`config.mk`:
```
export PLATFORM = sky130hd
export DESIGN_NAME = enc_decoder
export DESIGN_NICKNAME = d
export VERILOG_FILES = /design/src/rtl/enc_decoder.sv
export SDC_FILE = /design/constraint.sdc
export NUM_CORES = 1
export LEC_CHECK = 0
export CORE_ASPECT_RATIO = 1.2
export CORE_UTILIZATION = 58
export CTS_CLUSTER_SIZE = 10
export DETAILED_ROUTE_END_ITERATION = 6
export PLACE_DENSITY = 0.83
export REMOVE_ABC_BUFFERS = 1
export SLEW_MARGIN = 20
export SYNTH_ARGS = -nofsm -noshare
export SYNTH_HDL_FRONTEND = slang
export SYNTH_SLANG_ARGS = --single-unit
```
`constraint.sdc`:
```
create_clock -name CLK -period 5.3 [get_ports CLK]
set_input_delay 0.53 -clock CLK [delete_from_list [all_inputs] [get_ports CLK]]
set_output_delay 0.53 -clock CLK [all_outputs]
set_load 0.005 [all_outputs]
```
`src/rtl/enc_decoder.sv`:
```
// Rebuilds the one-hot line vector from {a2,a1,a0}/none and queues it; a put is visible on get one cycle later.
// Backpressure via RDY_put/RDY_get from registered occupancy only; enables while not ready are dropped and latch mv_err.

module enc_decoder_fifo #(
  parameter int W     = 8,
  parameter int DEPTH = 4,
  parameter int CW    = $clog2(DEPTH) + 1
) (
  input  logic          clk,
  input  logic          rst,
  input  logic          push_vld,
  input  logic [W-1:0]  push_dat,
  output logic          push_rdy,
  input  logic          pop_vld,
  output logic          pop_rdy,
  output logic [W-1:0]  pop_dat,
  output logic [CW-1:0] count
);
  localparam int AW = $clog2(DEPTH);

  logic [W-1:0]  mem [DEPTH];
  logic [AW-1:0] wp;
  logic [AW-1:0] rp;
  logic          push_acc;
  logic          pop_acc;

  assign push_rdy = (count != CW'(DEPTH));
  assign pop_rdy  = (count != '0);
  assign push_acc = push_vld && push_rdy;
  assign pop_acc  = pop_vld && pop_rdy;

  // Head is masked while empty so storage needs no reset.
  assign pop_dat  = pop_rdy ? mem[rp] : '0;

  always_ff @(posedge clk) begin
    if (push_acc) begin
      mem[wp] <= push_dat;
    end
  end

  always_ff @(posedge clk or posedge rst) begin
    if (rst) begin
      wp    <= '0;
      rp    <= '0;
      count <= '0;
    end else begin
      if (push_acc) begin
        wp <= wp + AW'(1);
      end
      if (pop_acc) begin
        rp <= rp + AW'(1);
      end
      case ({push_acc, pop_acc})
        2'b10:   count <= count + CW'(1);
        2'b01:   count <= count - CW'(1);
        default: count <= count;
      endcase
    end
  end
endmodule

module enc_decoder #(
  parameter int DEPTH = 4,
  parameter int CW    = $clog2(DEPTH) + 1
) (
  input  logic          CLK,
  input  logic          RST,
  input  logic          EN_put,
  input  logic [2:0]    put_code,
  input  logic          put_none,
  output logic          RDY_put,
  input  logic          EN_get,
  output logic [7:0]    get,
  output logic          RDY_get,
  output logic [CW-1:0] mv_count,
  output logic          mv_err
);
  logic [7:0] dec_dat;

  assign dec_dat = put_none ? 8'h00 : (8'h01 << put_code);

  enc_decoder_fifo #(
    .W     (8),
    .DEPTH (DEPTH),
    .CW    (CW)
  ) u_fifo (
    .clk      (CLK),
    .rst      (RST),
    .push_vld (EN_put),
    .push_dat (dec_dat),
    .push_rdy (RDY_put),
    .pop_vld  (EN_get),
    .pop_rdy  (RDY_get),
    .pop_dat  (get),
    .count    (mv_count)
  );

  always_ff @(posedge CLK or posedge RST) begin
    if (RST) begin
      mv_err <= 1'b0;
    end else if ((EN_put && !RDY_put) || (EN_get && !RDY_get)) begin
      mv_err <= 1'b1;
    end
  end
endmodule

```
## Yosys cells after proc, flatten, opt, wreduce, memory -nomap -nowiden

Memory sizes are Yosys's and may differ from the RTL's.
Cells that the tools add are included.

| storage, ports and cells | value |
|---|---|
| memory bits (writable) | 32 |
| memories kept | 1 |
| register bits | 8 |
| input bits | 8 |

| cells by class | value |
|---|---|
| eq/ne operators | 3 |
| mux-type cells | 5 |
| reductions and logical operators | 9 |
| shift operators | 1 |
| add/sub/neg operators | 4 |

Memory list:

| name | depth | width | read ports | clocked after Yosys merged registers in | write ports | RTL line | source |
|---|---|---|---|---|---|---|---|
| u_fifo.mem | 4 | 8 | 1 | 0 | 1 | 21 | `logic [W-1:0] mem [DEPTH];` |

Operator list:

| kind | number |
|---|---|
| two-way mux 8 bit | 2 |
| left shift 1 x 3 -> 8 bit, first input constant | 1 |
| case mux 3 bit (2 select lines) | 1 |
| adder 2 x 1 -> 2 bit, second input constant | 2 |
| logical AND 1 bit | 4 |
| adder 3 x 1 -> 3 bit, second input constant | 1 |
| != test 3 bit, second input constant | 1 |
| nonzero test 3 bit | 1 |
| subtractor 3 x 1 -> 3 bit, second input constant | 1 |
| == test 2 x 1 -> 1 bit, second input constant | 1 |
| == test 2 bit, second input constant | 1 |
| zero test 1 bit | 2 |
| two-way mux 1 bit | 2 |
| nonzero test 2 bit | 1 |
| logical OR 1 bit | 1 |

## Depth between registers and ports, before layout

Gate-level depths: netlist (run 1).

| depth | value |
|---|---|
| depth in word-level cells | 4 |
| gate-level depth with buffers | 9 |
| gate-level depth less buffers | 9 |

## By module

From an unflattened synthesis (run 1), not the netlist that was laid out.

| second synthesis, totals | value |
|---|---|
| cells, all modules | 106 |
| area total of the unflattened synthesis | 1752.9 um^2 |

Modules (own cells, without submodules):

| module | sequential area each (um^2) | area each (um^2) | times used | cells an instance |
|---|---|---|---|---|
| enc_decoder_fifo | 1136.1 | 1639.1 | 1 | 89 |
| enc_decoder | 25.0 | 113.9 | 1 | 17 |

## Least setup slack after synthesis (run 1)

No wires, ideal clock.

| path | value |
|---|---|
| path type | register to register |
| start | register u_fifo.count[0] |
| end | register u_fifo.count[2] |
| library setup time | 0.125 ns |
| required time | 5.175 ns |
| path slack | 3.422 ns |
| arrival | 1.753 ns |
| buffers on the path | 0 |
| stages on the path, launching flop included | 9 |
| cells stage by stage | dfrtp_1 or3_4 and2_4 ha_1 inv_1 fa_1 xor2_1 nor2_1 xor2_1 |

| on the way | value |
|---|---|
| cells in the longest elaborated chain, start to end | 4 |
| elaborated cells between the ends (all ways) | 10 |
| those cells by class | add/sub (2); eq/ne (3); mux (1); reduce/logical (4) |

RTL lines:

| element | RTL line | source |
|---|---|---|
| from (decl) | 17 | `output logic [CW-1:0] count` |
| from (signal assigned) | 54 | `2'b10: count <= count + CW'(1);` |
| from (signal assigned) | 55 | `2'b01: count <= count - CW'(1);` |
| from (signal assigned) | 56 | `default: count <= count;` |
| nonzero test 3 bit * | 28 | `assign pop_rdy = (count != '0);` |
| logical AND 1 bit * | 30 | `assign pop_acc = pop_vld && pop_rdy;` |
| net u_fifo.pop_acc | 25 | `logic pop_acc;` |
| == test 2 x 1 -> 1 bit / == test 2 bit (equally long branches) | 53 | `case ({push_acc, pop_acc})` |
| case mux 3 bit (2 select lines) / nonzero test 2 bit (equally long branches) | -- |  |

Mark *: on every way through the listed nets, which the timed path passes. The rest lies on a longest branch.
A chain may end at the register's enable or synchronous reset.

## Worst setup path in the final report (run 1)

| path | value |
|---|---|
| start | register u_fifo.rp[0] |
| end | output get[2] |

| on the way | value |
|---|---|
| cells in the longest elaborated chain, start to end | 2 |

RTL lines:

| element | RTL line | source |
|---|---|---|
| from (decl) | 23 | `logic [AW-1:0] rp;` |
| from (signal assigned) | 51 | `rp <= rp + AW'(1);` |
| memory read (4 x 8 bit) | -- |  |
| two-way mux 8 bit | 33 | `assign pop_dat = pop_rdy ? mem[rp] : '0;` |
| to (decl) | 73 | `output logic [7:0] get,` |

Every way passes these cells.

==> results of run 1 <==
-- area by class of cell --
| type | count | area [µm²] | area share [%] |
|---|---|---|---|
| Multi-Input combinational cell | 54 | 532 | 25.8 |
| Clock buffer | 6 | 51.3 | 2.48 |
| Sequential cell | 40 | 1160 | 56.2 |
| Tap cell | 34 | 42.5 | 2.06 |
| Inverter | 9 | 33.8 | 1.64 |
| Clock inverter | 2 | 33.8 | 1.64 |
| Timing Repair Buffer | 21 | 210 | 10.2 |
-- worst paths after layout --
path | cells after the start | start | slack (ps) | endpoint
setup / recovery | 3 | u_fifo.rp[0]$_DFFE_PP0P_ | 2480 | get[2]
hold / removal | 2 | RST | 430 | u_fifo.count[0]$_DFFE_PP0P_
setup reg to reg | 8 | u_fifo.count[0]$_DFFE_PP0P_ | 3240 | u_fifo.count[2]$_DFFE_PP0P_
hold reg to reg | 2 | mv_err$_DFFE_PP0P_ | 490 | mv_err$_DFFE_PP0P_
max in group asynchronous | 2 | RST | 4630 | u_fifo.rp[1]$_DFFE_PP0P_
min in group CLK | 2 | mv_err$_DFFE_PP0P_ | 490 | mv_err$_DFFE_PP0P_
-- routing by layer --
metal | vias up | share of wire [%] | wire [µm]
met5 | - | 0 | 0
met4 | 0 | 2.4 | 67
met3 | 7 | 3.4 | 96
met2 | 19 | 54 | 1530
met1 | 476 | 40 | 1140
li1 | 434 | - | -
-- through the flow --
| stage | utilization, % | setup slack [ps] | power, mW | hold slack (ps) | area (µm²) |
|---|---|---|---|---|---|
| 2_1_floorplan | - | 3380 | 0.713 | 346 | 1730 |
| 3_3_place_gp | 69.8 | 2890 | 0.884 | 462 | 1980 |
| 3_5_place_dp | 69.8 | 2850 | 0.907 | 469 | 1980 |
| 4_1_cts | 72.8 | 2450 | 1.11 | 423 | 2060 |
| 5_1_grt | 72.8 | 2360 | 1.17 | 423 | 2060 |
| 6_report | 72.8 | 2480 | 1.09 | 429 | 2060 |
-- critical path, stage by stage, from the launching register on --
cell             delay (ps)
dfrtp_1                 760
mux4_2                  590
and2_1                  170
clkdlybuf4s50_1         430
-- Yosys cell counts --
| cell | count | area share (%) |
|---|---|---|
| a21oi_1 | 1 | 0.29 |
| and2_1 | 12 | 4.3 |
| and2_4 | 1 | 0.50 |
| buf_6 | 2 | 1.3 |
| clkbuf_2 | 1 | 0.29 |
| dfrtp_1 | 8 | 11 |
| edfxtp_1 | 32 | 55 |
| fa_1 | 1 | 1.1 |
| ha_1 | 5 | 3.6 |
| inv_1 | 9 | 1.9 |
| mux2_2 | 1 | 0.64 |
| mux2i_1 | 1 | 0.57 |
| mux4_2 | 8 | 10 |
| nand2_1 | 1 | 0.21 |
| nand2b_1 | 3 | 1.1 |
| nand3_1 | 1 | 0.29 |
| nor2_1 | 4 | 0.86 |
| nor2b_2 | 1 | 0.50 |
| nor3_1 | 4 | 1.1 |
| nor3b_2 | 1 | 0.71 |
| nor4_1 | 1 | 0.36 |
| o21ai_0 | 1 | 0.29 |
| or3_4 | 1 | 0.64 |
| xnor2_1 | 3 | 1.5 |
| xor2_1 | 3 | 1.5 |
-- kinds of logic after synthesis --
group | after synthesis | share of synthesized area [%]
AO/OA/AOI/OAI | 2 | 0.570
AND/OR/NAND/NOR | 30 | 10.6
XOR/XNOR | 6 | 3.00
adder cells (fa/ha/maj) | 6 | 4.71
multiplexers | 10 | 11.5
flip-flops | 40 | 66.2
buffers and inverters | 12 | 3.49
-- flip-flops by register name, indices dropped and copies added, names as in the netlist --
signal / cells
u_fifo.count: 3
mv_err: 1
u_fifo.wp: 2
u_fifo.rp: 2
u_fifo.mem: 32
-- layout by cell type, fill, tap and decap left out, drive strengths merged, types with 3 or more instances in the layout --
cell and n:
edfxtp 32, clkdlybuf4s50 21, and2 13, inv 9, mux4 8, dfrtp 8, clkbuf 6, ha 5
nor2 4, nor3 4, xnor2 3, xor2 3, nand2b 3
-- power groups by stage --
| stage | Clock, mW | Combinational, mW | Sequential (mW) |
|---|---|---|---|
| after floorplan | 0 | 0.234 | 0.479 |
| after global placement | 0 | 0.393 | 0.491 |
| after detailed placement | 0 | 0.408 | 0.499 |
| after CTS | 0.206 | 0.408 | 0.492 |
| after global routing | 0.217 | 0.445 | 0.503 |
| final | 0.201 | 0.402 | 0.491 |
==> flow_metrics.tcl, run 1 <==
set metrics [dict create \
    clock_sink_count 40 \
    fin_tns_setup_ps 0 \
    cts_hold_buffers 0 \
    wirelength_um 2830 \
    cp_max_fo 10 \
    drv_cap 0 \
    cp_data_arrival_time_ps 2290 \
    tightest_slew_ps 627 \
    setup.worst_path.class "reg -> out" \
    finalSetupViolCount 0 \
    place_hpwl_um 2030 \
    final-hold-violation-count 0 \
    final_cells 166 \
    cts-htree-levels 2 \
    via_per_inst 5.64 \
    placed_cells_incl_taps 158 \
    required_ps 4770 \
    grtUsageMet3_pct 8.58 \
    drv_slew 0 \
    core_region_area_um2 2840 \
    drc 0 \
    place.gp.congestion 0.726 \
    clockRootBuffer "clkbuf_4" \
    rsz0062_at_grt "false" \
    die_area_um2 3250 \
    port_buffers 21 \
    drive_gt1_share_pct 15.2 \
    drt_iter0_drc 30 \
    hold_path.class "in -> async" \
    rows 21 \
    synth_warnings 0 \
    cts_tree "built" \
    die_w_um 52.2 \
    synth_cell_types 25 \
    grt_use_met2_pct 35.1 \
    skew_ps 3.04 \
    finalNetCount 145 \
    insertion_delay_ps 340 \
    pin_count 22 \
    grt_util_all_layers_pct 21.7 \
    clk_pin_slew_ps 110 \
    min_period_ps 2820 \
    numCtsBuffers 5 \
    gr-total-overflow 0 \
    met1_usage_pct 24.5 \
    ys_ff_latch 40 \
    end_kind "output pin" \
    yosysSeqAreaShare_pct 66.2 \
    status "finished clean" \
    grt.busiest_layer "met2" \
    wire_per_inst_um 17.1 \
    grt_antenna_before_repair 0 \
    seqPwrFrac_pct 44.9 \
    fmax_mhz 354 \
    avgSynthCellArea_um2 16.5 \
    start_kind "flip-flop" \
    netlist_instances 106 \
    grt_pass1_wl_um 4750 \
    max_slew_margin_pct 58.2 \
    p_sw_share_pct 28.2 \
    p_leak_nw 0.762 \
    area_delta_synth_final_pct 17.7 \
    initial_core_util_pct 61.8 \
    p_comb_share_pct 36.7 \
    syn_area_um2 1750 \
    cts_resized 0 \
    post_cts.repair.setup_buffers 0 \
    netSwitchingPower_uw 309 \
    clockBufferDepth 2 \
    n_fill_cell 189 \
    p_per_area_nw_per_um2 530 \
    antenna_left 0 \
    internal_power_uw 786 \
    first_pass_iters 4 \
    vias 936 \
    die_h_um 62.2 \
    finalCritPeriodShare_pct 53.3 \
    clock_power_share_pct 18.4 \
    diodes 0 \
    grt_max_degree 13 \
    grt_pass1_vias 1004 \
    ir_drop_mv 0.367 \
]
(Power assumes the default switching activity.)
==> inputs of run 2 (changes only) <==
Settings changed: CORE_UTILIZATION 58 to 54, PLACE_DENSITY 0.83 to 0.78.
Clock period 5.3 ns to 2.7 ns, I/O delays scaled along.
==> run 2 against run 1 <==
Clock-buffer cell count down 1; total power up 94%; highest routed layer unchanged; critical path type unchanged; via count down 3.5%; largest power group unchanged.
==> flow_metrics.tcl, run 2 (synthesis results as in run 1) <==
set metrics [dict create \
    status "finished clean" \
    tightest_slew_ps 676 \
    drive_gt1_share_pct 15.0 \
    n_fill_cell 241 \
    die_area_um2 3480 \
    initial_core_util_pct 56.9 \
    grt_max_degree 13 \
    wire_per_inst_um 16.0 \
    grt_antenna_before_repair 0 \
    regArea_um2 1160 \
    clock_sink_count 40 \
    grt_pass1_wl_um 4510 \
    place_ws_ps 585 \
    fmax_mhz 406 \
    ir_drop_mv 0.713 \
    drt_iter0_drc 8 \
    cts_resized 0 \
    clockBufferDepth 2 \
    numCtsBuffers 5 \
    multiInputGateArea_um2 532 \
    pin_count 22 \
    reg.largest.list "u_fifo.mem: 32 flops, u_fifo.count: 3 flops" \
    clk_pin_slew_ps 110 \
    largest_register "u_fifo.mem" \
    cts_tree "built" \
    finalNetCount 146 \
    port_buffers 21 \
    start_kind "flip-flop" \
    clockRootBuffer "clkbuf_4" \
    finalSetupViolCount 0 \
    drv_slew 0 \
    drc 0 \
    gr-total-overflow 0 \
    grt_pass1_vias 954 \
    via_per_inst 5.34 \
    area_delta_synth_final_pct 17.7 \
    required_ps 2430 \
    place.gp.congestion 0.800 \
    finalCritPeriodShare_pct 91.2 \
    hold_path.class "in -> async" \
    final_cell_mix "edfxtp_1 (32), clkdlybuf4s50_1 (21), and2_1 (12)" \
    placed_cells_incl_taps 161 \
    p_per_area_nw_per_um2 1030 \
    drv_cap 0 \
    vias 903 \
    rsz0062_at_grt "false" \
    final_cells 169 \
    die_h_um 64.4 \
    p_leak_nw 0.761 \
    final-hold-violation-count 0 \
    post_cts.repair.setup_buffers 0 \
    cp_max_fo 6 \
    die_w_um 54.0 \
    cts_hold_buffers 0 \
    insertion_delay_ps 340 \
    setup.worst_path.class "reg -> out" \
    fin_tns_setup_ps 0 \
    wirelength_um 2700 \
    cts-htree-levels 2 \
    cp_data_arrival_time_ps 2190 \
    worst_slack_ps 239 \
    largest_reg_flops 32 \
    max_slew_margin_pct 54.6 \
    first_pass_iters 4 \
    rows 22 \
    core_region_area_um2 3080 \
    place_hpwl_um 1960 \
    grt_util_all_layers_pct 19.8 \
    diodes 0 \
    final_common_cell "edfxtp_1" \
    min_period_ps 2460 \
    end_kind "output pin" \
    skew_ps 5.44 \
    antenna_left 0 \
]
-- run 2: cell count changes in the layout (fill, tap and decap cells not counted) --
cell	delta
buf_4	+1
clkinv_1	+1
clkbuf_8	-1
-- run 2: report_power, final --
group          switching, mW  internal (mW)  leakage (nW)  total (mW)
clock network          0.180          0.189        0.0403       0.369
registers              0.111          0.826         0.395       0.937
logic                  0.307          0.508         0.326       0.815
total                  0.598           1.52         0.761        2.12
-- run 2: layer usage --
metal	wire, µm	track usage [%]	vias to the layer above
li1	-	-	436
met3	79	5.87	8
met4	74	11.2	0
met5	0	0	-
met1	1090	23.5	444
met2	1450	31.3	15
-- run 2: area by class of cell --
type,count,area share (%)
well taps,36,2.18
repair buffers,22,10.5
clock inverters,3,1.82
inverters,9,1.64
multi-input cells,54,25.8
flip-flops and latches,40,56.2
clock buffers,5,1.82
-- run 2: path summary, 6_finish.rpt --
path | from | end | slack, ps | cells past startpoint
setup / recovery | u_fifo.rp[0]$_DFFE_PP0P_ | get[5] | 240 | 4
hold / removal | RST | u_fifo.wp[1]$_DFFE_PP0P_ | 160 | 2
setup reg to reg | u_fifo.count[0]$_DFFE_PP0P_ | u_fifo.count[2]$_DFFE_PP0P_ | 640 | 8
hold reg to reg | mv_err$_DFFE_PP0P_ | mv_err$_DFFE_PP0P_ | 500 | 2
max in group asynchronous | RST | u_fifo.rp[0]$_DFFE_PP0P_ | 2290 | 2
min in group CLK | mv_err$_DFFE_PP0P_ | mv_err$_DFFE_PP0P_ | 500 | 2
-- run 2: critical path: stages (launching register included) --
cell and delay (ps):
dfrtp_1 520, buf_4 230, mux4_2 500, and2_1 160, clkdlybuf4s50_1 430
-- run 2: metrics by stage --
step,util [%],hold WS (ps),power (mW),area [µm²]
after floorplan,-,85.7,1.40,1730
after global routing,67.0,186,2.28,2060
after CTS,67.0,156,2.15,2060
after global placement,64.5,461,1.75,1990
final,67.0,164,2.12,2060
after detailed placement,64.5,476,1.79,1990
